$ cat config.mk
export PLATFORM = sky130hd
export DESIGN_NAME = perf_counter_bank
export DESIGN_NICKNAME = d
export VERILOG_FILES = /design/src/rtl/perf_counter_bank_pkg.sv /design/src/rtl/perf_counter_bank_cell.sv /design/src/rtl/perf_counter_bank.sv
export SDC_FILE = /design/constraint.sdc
export NUM_CORES = 1
export LEC_CHECK = 0
export ABC_CLOCK_PERIOD_IN_PS = 9200
export CAP_MARGIN = 20
export CORE_ASPECT_RATIO = 0.6
export CORE_MARGIN = 10
export CORE_UTILIZATION = 35
export CTS_CLUSTER_DIAMETER = 30
export CTS_CLUSTER_SIZE = 16
export DETAILED_ROUTE_END_ITERATION = 8
export DONT_BUFFER_PORTS = 1
export GPL_TIMING_DRIVEN = 0
export SLEW_MARGIN = 0
export SYNTH_ARGS = -nofsm -noshare
export SYNTH_HDL_FRONTEND = slang
export SYNTH_SLANG_ARGS = --single-unit
$ cat constraint.sdc
create_clock -name clk -period 9.2 [get_ports clk]
set_input_delay 0.46 -clock clk [delete_from_list [all_inputs] [get_ports clk]]
set_output_delay 0.46 -clock clk [all_outputs]
set_load 0.005 [all_outputs]
$ cat src/rtl/perf_counter_bank_pkg.sv
// Shared constants for the performance counter bank.
//   MODE_WRAP / MODE_SAT : values for the SATURATE parameter
//   CNT_BITS_DEFAULT     : default counter width
//   wrap_inc()           : modulo-N increment used for the channel selector
package perf_counter_bank_pkg;

    localparam int unsigned MODE_WRAP        = 0;
    localparam int unsigned MODE_SAT         = 1;
    localparam int unsigned CNT_BITS_DEFAULT = 32;

    // Increment an index and wrap at n, so n need not be a power of two.
    function automatic int unsigned wrap_inc(input int unsigned idx, input int unsigned n);
        return (idx + 1 >= n) ? 0 : idx + 1;
    endfunction

endpackage

$ cat src/rtl/perf_counter_bank_cell.sv
// Single-channel event counter with shadow copy and sticky overflow flag.
// Ports:
//   clk, rst     : clock, async active-high reset
//   inc_i        : count request this cycle (global enable AND channel event)
//   clr_i        : synchronous clear of live count and overflow flag
//   snap_i       : copy the current live count into the shadow register
//   live_o       : live count
//   shadow_o     : shadow count
//   ovf_o        : sticky overflow flag
module perf_counter_cell
    import perf_counter_bank_pkg::*;
#(
    parameter int unsigned CNT_BITS = CNT_BITS_DEFAULT,
    parameter int unsigned SATURATE = MODE_WRAP
) (
    input  logic                clk,
    input  logic                rst,
    input  logic                inc_i,
    input  logic                clr_i,
    input  logic                snap_i,
    output logic [CNT_BITS-1:0] live_o,
    output logic [CNT_BITS-1:0] shadow_o,
    output logic                ovf_o
);

    localparam logic [CNT_BITS-1:0] CNT_MAX = '1;

    logic [CNT_BITS-1:0] live_q, live_d;
    logic [CNT_BITS-1:0] shadow_q, shadow_d;
    logic                ovf_q, ovf_d;

    always_comb begin
        live_d   = live_q;
        ovf_d    = ovf_q;
        // Shadow takes the pre-edge live value, so a same-cycle increment
        // or clear is never visible in the snapshot.
        shadow_d = snap_i ? live_q : shadow_q;

        if (clr_i) begin
            live_d = '0;
            ovf_d  = 1'b0;
        end else if (inc_i) begin
            if (live_q == CNT_MAX) begin
                ovf_d  = 1'b1;
                live_d = (SATURATE == MODE_SAT) ? CNT_MAX : '0;
            end else begin
                live_d = live_q + CNT_BITS'(1);
            end
        end
    end

    always_ff @(posedge clk or posedge rst) begin
        if (rst) begin
            live_q   <= '0;
            shadow_q <= '0;
            ovf_q    <= 1'b0;
        end else begin
            live_q   <= live_d;
            shadow_q <= shadow_d;
            ovf_q    <= ovf_d;
        end
    end

    assign live_o   = live_q;
    assign shadow_o = shadow_q;
    assign ovf_o    = ovf_q;

endmodule

$ cat src/rtl/perf_counter_bank.sv
// Bank of NUM_CH event counters with a button-driven display selector.
// Ports:
//   clk, rst   : clock, async active-high reset
//   en         : global count enable
//   evt        : per-channel event qualifiers
//   clr        : synchronous clear of all live counters and overflow flags
//   snap       : copy all live counters into their shadows
//   next_btn   : synchronised button level; each rising edge advances sel
//   view_live  : 1 shows live[sel], 0 shows shadow[sel]
//   data_out   : selected channel value (combinational from registers)
//   sel_out    : currently selected channel
//   ovf        : sticky per-channel overflow flags
module perf_counter_bank
    import perf_counter_bank_pkg::*;
#(
    parameter int unsigned NUM_CH   = 4,
    parameter int unsigned CNT_BITS = CNT_BITS_DEFAULT,
    parameter int unsigned SATURATE = MODE_WRAP,
    localparam int unsigned SEL_W   = $clog2(NUM_CH)
) (
    input  logic                clk,
    input  logic                rst,
    input  logic                en,
    input  logic [NUM_CH-1:0]   evt,
    input  logic                clr,
    input  logic                snap,
    input  logic                next_btn,
    input  logic                view_live,
    output logic [CNT_BITS-1:0] data_out,
    output logic [SEL_W-1:0]    sel_out,
    output logic [NUM_CH-1:0]   ovf
);

    logic [NUM_CH-1:0][CNT_BITS-1:0] live;
    logic [NUM_CH-1:0][CNT_BITS-1:0] shadow;

    logic             btn_q;
    logic [SEL_W-1:0] sel_q, sel_d;
    logic             btn_rise;

    genvar gi;
    generate
        for (gi = 0; gi < NUM_CH; gi++) begin : g_cell
            perf_counter_cell #(
                .CNT_BITS (CNT_BITS),
                .SATURATE (SATURATE)
            ) u_cell (
                .clk      (clk),
                .rst      (rst),
                .inc_i    (en & evt[gi]),
                .clr_i    (clr),
                .snap_i   (snap),
                .live_o   (live[gi]),
                .shadow_o (shadow[gi]),
                .ovf_o    (ovf[gi])
            );
        end
    endgenerate

    // btn_q resets low, so a button already held through reset release
    // counts as one press on the first cycle after reset.
    assign btn_rise = next_btn & ~btn_q;

    always_comb begin
        sel_d = sel_q;
        if (btn_rise) begin
            sel_d = SEL_W'(wrap_inc(32'(sel_q), NUM_CH));
        end
    end

    always_ff @(posedge clk or posedge rst) begin
        if (rst) begin
            btn_q <= 1'b0;
            sel_q <= '0;
        end else begin
            btn_q <= next_btn;
            sel_q <= sel_d;
        end
    end

    assign sel_out  = sel_q;
    assign data_out = view_live ? live[sel_q] : shadow[sel_q];

endmodule

==> results of run 1 <==
-- power by group through the flow --
stage,clock network (mW),registers (mW),logic (mW)
4_1_cts,1.51,1.19,0.437
2_1_floorplan,0,1.20,0.295
3_5_place_dp,0,1.21,0.436
3_3_place_gp,0,1.21,0.429
5_1_grt,1.56,1.19,0.483
6_report,1.48,1.19,0.452
-- layout make-up --
| type | instances | area (sq um) |
|---|---|---|
| well taps | 513 | 642 |
| repair buffers | 9 | 133 |
| plain buffers | 64 | 282 |
| multi-input cells | 761 | 6470 |
| inverters | 15 | 63.8 |
| fillers | 3586 | 22300 |
| clock buffers | 45 | 1010 |
| clock inverters | 22 | 272 |
| flip-flops and latches | 263 | 6580 |
-- cell usage after synthesis (3+ instances only) --
cell	count	area, sq um
and3_1	19	119
and4_1	14	123
nand3_1	48	240
xor2_1	68	596
buf_1	10	37.5
ha_1	5	62.6
buf_2	11	55.1
a21oi_1	16	80.1
inv_1	15	56.3
mux4_2	63	1420
clkbuf_1	35	131
dfrtp_1	263	6580
nand2b_1	3	18.8
nor3_1	16	80.1
buf_4	7	52.6
or3_1	9	56.3
xnor2_1	46	403
nand2_1	44	165
nor2_1	139	522
o21ai_0	3	15.0
and2_1	9	56.3
mux2_2	162	1820
nor4_1	18	113
nand4_1	54	338
or4_1	3	22.5
-- cells in the final DEF (no fill, tap or decap), types with 10 or more instances in the layout --
| cell | Yosys | layout |
|---|---|---|
| mux4_2 | 63 | 63 |
| nor3_1 | 16 | 16 |
| nor4_1 | 18 | 18 |
| nand3_1 | 48 | 48 |
| dfrtp_1 | 263 | 263 |
| xnor2_1 | 46 | 46 |
| nand2_1 | 44 | 44 |
| mux2_2 | 162 | 162 |
| and4_1 | 14 | 14 |
| inv_1 | 15 | 14 |
| nor2_1 | 139 | 139 |
| clkbuf_16 | 0 | 38 |
| a21oi_1 | 16 | 16 |
| buf_2 | 11 | 12 |
| clkbuf_1 | 35 | 39 |
| xor2_1 | 68 | 68 |
| nand4_1 | 54 | 54 |
| and3_1 | 19 | 19 |
| buf_1 | 10 | 10 |
-- cell families after synthesis --
group                      share of synthesized area
muxes                                          0.245
buffers and inverters                         0.0252
xor gates and xnor gates                      0.0746
DFF                                            0.492
and+or+nand+nor                                0.146
AOI/OAI and AO/OA                             0.0124
adders and majority gates                    0.00468
-- stage by stage --
stage / power (mW) / hold slack [ns] / utilization / setup WS (ns) / instance area [sq um]
global route: 3.24 / 0.0846 / 0.410 / 5.18 / 15400
global placement: 1.64 / 0.484 / 0.372 / -1.75 / 14000
finish: 3.13 / 0.0832 / 0.410 / 5.37 / 15400
detailed placement: 1.65 / 0.327 / 0.374 / 5.87 / 14100
floorplan: 1.49 / 0.475 / - / 1.50 / 13400
CTS: 3.13 / 0.0619 / 0.408 / 5.32 / 15400
-- sequential cells by signal, indices dropped and copies added, names as in the netlist --
register,count
btn_q,1
g_cell.u_cell.live_o,128
g_cell.u_cell.ovf_o,4
g_cell.u_cell.shadow_o,128
sel_out,2
-- metal layers --
layer / up-vias / track usage
met4: 0 / 0.0361
met3: 42 / 0.0578
met2: 360 / 0.229
met5: - / 0
li1: 4091 / -
met1: 4961 / 0.267
-- path summary, 6_finish.rpt --
kind	start	end	slack [ns]	cells past startpoint
worst max-delay path	sel_out[1]$_DFFE_PP0P_	data_out[30]	5.37	4
worst min-delay path	evt[0]	g_cell[0].u_cell.live_o[1]$_DFFE_PP0P_	0.08	2
worst max register to register	g_cell[3].u_cell.live_o[11]$_DFFE_PP0P_	g_cell[3].u_cell.live_o[6]$_DFFE_PP0P_	5.92	7
worst min register to register	g_cell[1].u_cell.shadow_o[8]$_DFFE_PP0P_	g_cell[1].u_cell.shadow_o[8]$_DFFE_PP0P_	0.50	1
max in group asynchronous	rst	g_cell[1].u_cell.live_o[15]$_DFFE_PP0P_	7.32	4
min in group asynchronous	rst	g_cell[2].u_cell.shadow_o[0]$_DFFE_PP0P_	0.44	2
==> results_dict.tcl, run 1 <==
set metrics [dict create \
    status "completed" \
    dp.cells 1619 \
    synth-edff-count 0 \
    critPathLaunchType "flop" \
    crit_buf_inv 2 \
    gp_congestion 0.844 \
    layout-area-overhead-vs-synth_pct 15.5 \
    intPower_mw 2.25 \
    htree_levels 2 \
    postCtsResizedCells 0 \
    p_sw_mw 0.879 \
    m1WireLength_mm 20.1 \
    grt_usage 0.174 \
    vias 9454 \
    nets 1167 \
    setup.worst_path.class "flop to output port" \
    drt-pass1-iter-count 5 \
    end_kind "output port" \
    netlist_area_sq_um 13400 \
    antenna_found_initial 0 \
    grt_max_degree 114 \
    final-max-slew-violation-count 0 \
    drt_iter0_drc 943 \
    stdcell_count 1692 \
    path_max_fanout 10 \
    dieArea_sq_um 46700 \
    crit_required_ns 8.74 \
    die_h_um 171 \
    ir_drop_mv 0.130 \
    viasPerCell 5.59 \
    synth_ff_type "dfrtp_1" \
    hpwl_mm 28.5 \
    clkPwrFrac 0.475 \
    power_frac_seq 0.381 \
    cts_root_buf "clkbuf_16" \
    clk_pin_slew_ns 0.06 \
    fp-row-count 55 \
    crit_chain "buf_2 > buf_1 > mux4_2 > mux2_2" \
    finalHoldViolations 0 \
    setup_viol 0 \
    clk_latency_ns 0.54 \
    grt_pass1_wl_mm 61.5 \
    arrival_ns 3.37 \
    rsz0062_at_grt "false" \
    p_leak_nw 6.74 \
    tns_ns 0 \
    ioPinCount 49 \
    hold_buffers 2 \
    cts_buffers 37 \
    synth_seq_area_share 0.492 \
    synth-seq-cells 263 \
    core_sq_um 37700 \
    max_slew_margin 0.248 \
    hold_path_class "input port to flop" \
    routed.top_layer "met4" \
    ant_nets 0 \
    met2_length_mm 15.6 \
    async_flop_share 1.00 \
    wl_met3_mm 4.08 \
    cellPowerDensity_nw_per_um2 202 \
    slowest_stage "buf_1" \
    min_period_ns 3.83 \
    syn_nets 1119 \
    port_buffers 0 \
    synthCells 1103 \
    worst_pin_slew_ns 1.12 \
    clock_skew_ns 0.0330 \
    cts_sinks 263 \
    diodes 0 \
    ys_types 43 \
    fin_crit_sh 0.416 \
    initial_core_util 0.355 \
    combPwrFrac 0.145 \
    critPathTopFamily "buffers and inverters" \
    grt_pass1_vias 9374 \
    cts_tree "done" \
    post_drt_wl_per_cell_um 23.8 \
    synth_warnings 0 \
    cts_buffer_depth 3 \
    drt-total-wl_mm 40.4 \
    fmax_mhz 261 \
    post_cts_buffers 0 \
    swShare 0.281 \
    maxCapViolCount 0 \
    drc_errors 0 \
    overflow 0 \
    avgSynthCellArea_sq_um 12.1 \
    drive_above_1_share 0.272 \
    die_w_um 272 \
    slowest_delay_ns 0.81 \
]
Note: power is estimated with default switching activity, not from simulation.
==> run 2: changes to the inputs <==
- ABC_CLOCK_PERIOD_IN_PS: 9200 -> 4000
- clock period: 9.2 -> 4 ns (I/O delays scaled with it)
==> results_dict.tcl, run 2 (synthesis results as in run 1) <==
set metrics [dict create \
    vias 9495 \
    drive_above_1_share 0.276 \
    cts_tree "done" \
    worst_pin_slew_ns 1.17 \
    grt_pass1_vias 9348 \
    clk_latency_ns 0.54 \
    postCtsResizedCells 0 \
    grt_pass1_wl_mm 61.3 \
    initial_core_util 0.355 \
    r2r_end "g_cell[3].u_cell.live_o[9]$_DFFE_PP0P_" \
    final_cell_mix "dfrtp_1 (263), mux2_2 (162), nor2_1 (139)" \
    cts_buffer_depth 3 \
    hold_path_class "input port to flop" \
    core_sq_um 37700 \
    hold_buffers 5 \
    drt-total-wl_mm 40.5 \
    overflow 0 \
    die_w_um 272 \
    fin_crit_sh 0.887 \
    htree_levels 2 \
    p_leak_nw 6.77 \
    cts_root_buf "clkbuf_16" \
    fmax_mhz 282 \
    grt_max_degree 42 \
    crit_start "sel_out[1]$_DFFE_PP0P_" \
    path_max_fanout 10 \
    drc_errors 0 \
    antenna_found_initial 1 \
    min_period_ns 3.55 \
    layout-area-overhead-vs-synth_pct 16.5 \
    ant_nets 0 \
    nets 1177 \
    power_mw 7.22 \
    maxCapViolCount 0 \
    status "completed" \
    worstRegToRegCells 7 \
    layout_commonest_cell "dfrtp_1" \
    setup.worst_path.class "flop to output port" \
    clock_skew_ns 0.0131 \
    fp-row-count 55 \
    finalHoldViolations 0 \
    gp_congestion 0.843 \
    timing.rr.start "g_cell[3].u_cell.live_o[11]$_DFFE_PP0P_" \
    drt_iter0_drc 1073 \
    cts_sinks 263 \
    post_drt_wl_per_cell_um 23.7 \
    setup_viol 0 \
    crit_required_ns 3.80 \
    post_dp_cell_area_sq_um 14200 \
    drt-pass1-iter-count 6 \
    rsz0062_at_grt "false" \
    min_path_cells 3 \
    design_area_sq_um 15600 \
    reg2reg_slack_ns 0.60 \
    viasPerCell 5.57 \
    critPathLaunchType "flop" \
    final-max-slew-violation-count 0 \
    arrival_ns 3.35 \
    cellPowerDensity_nw_per_um2 463 \
    grt_usage 0.174 \
    ioPinCount 49 \
    hpwl_mm 29.1 \
    port_buffers 0 \
    dieArea_sq_um 46700 \
    ir_drop_mv 0.296 \
    max_slew_margin 0.215 \
    hp-start "evt[3]" \
    end_kind "output port" \
    clk_pin_slew_ns 0.05 \
    whs_endpoint "g_cell[3].u_cell.live_o[1]$_DFFE_PP0P_" \
    cts_buffers 39 \
    post_cts_buffers 0 \
    die_h_um 171 \
]
-- run 2: cell types whose count changed in the layout (fill, tap and decap cells not counted), moves of 2 or more --
| cell | before | now |
|---|---|---|
| clkinvlp_4 | 1 | 9 |
| clkbuf_4 | 0 | 2 |
| dlygate4sd3_1 | 2 | 5 |
| clkinv_4 | 7 | 3 |
| buf_16 | 2 | 0 |
| buf_12 | 0 | 7 |
| inv_8 | 2 | 0 |
-- run 2: per-layer routing --
layer	GRT usage	wire, um
met4	0.0433	693
met1	0.272	20200
met2	0.227	15700
met5	0	0
met3	0.0465	3880
-- run 2: stage by stage --
stage / hold WS [ns] / setup slack, ns / std cells / util / setup TNS (ns)
floorplan: 0.231 / 0.330 / 1103 / - / 0
finish: 0.0203 / 0.451 / 1704 / 0.413 / 0
global placement: 0.232 / -1.29 / 1616 / 0.372 / -330.78
detailed placement: 0.182 / 0.674 / 1623 / 0.376 / 0
global route: 0.0296 / 0.179 / 1704 / 0.413 / 0
CTS: 0.00289 / 0.311 / 1698 / 0.412 / 0
-- run 2: final cells by class --
cell class / count / area (sq um)
diodes: 1 / 2.50
plain buffers: 64 / 282
clock buffers: 48 / 1050
clock inverters: 22 / 253
fillers: 3572 / 22100
inverters: 15 / 60.1
multi-input cells: 761 / 6470
flip-flops and latches: 263 / 6580
well taps: 513 / 642
repair buffers: 17 / 246
-- run 2: report_power, final --
group          switching, mW  total, mW  internal [mW]  leakage (nW)
logic                  0.638       1.04          0.402          2.49
clock network           1.30       3.44           2.14         0.615
registers             0.0510       2.74           2.69          3.66
-- run 2: worst max-delay path: stages (launching register included) --
cell     delay (ns)
dfrtp_1        0.58
buf_2          0.45
buf_1          0.80
mux4_1         0.66
mux2_2         0.31
-- run 2: worst max path at each step --
stage	end	slack, ns	depth (start not counted)
floorplan	btn_q$_DFF_PP0_	0.33	1
global placement	g_cell[1].u_cell.live_o[13]$_DFFE_PP0P_	-1.29	1
detailed placement	g_cell[2].u_cell.live_o[9]$_DFFE_PP0P_	0.67	7
CTS	data_out[16]	0.31	4
global route	data_out[14]	0.18	4
finish	data_out[14]	0.45	4
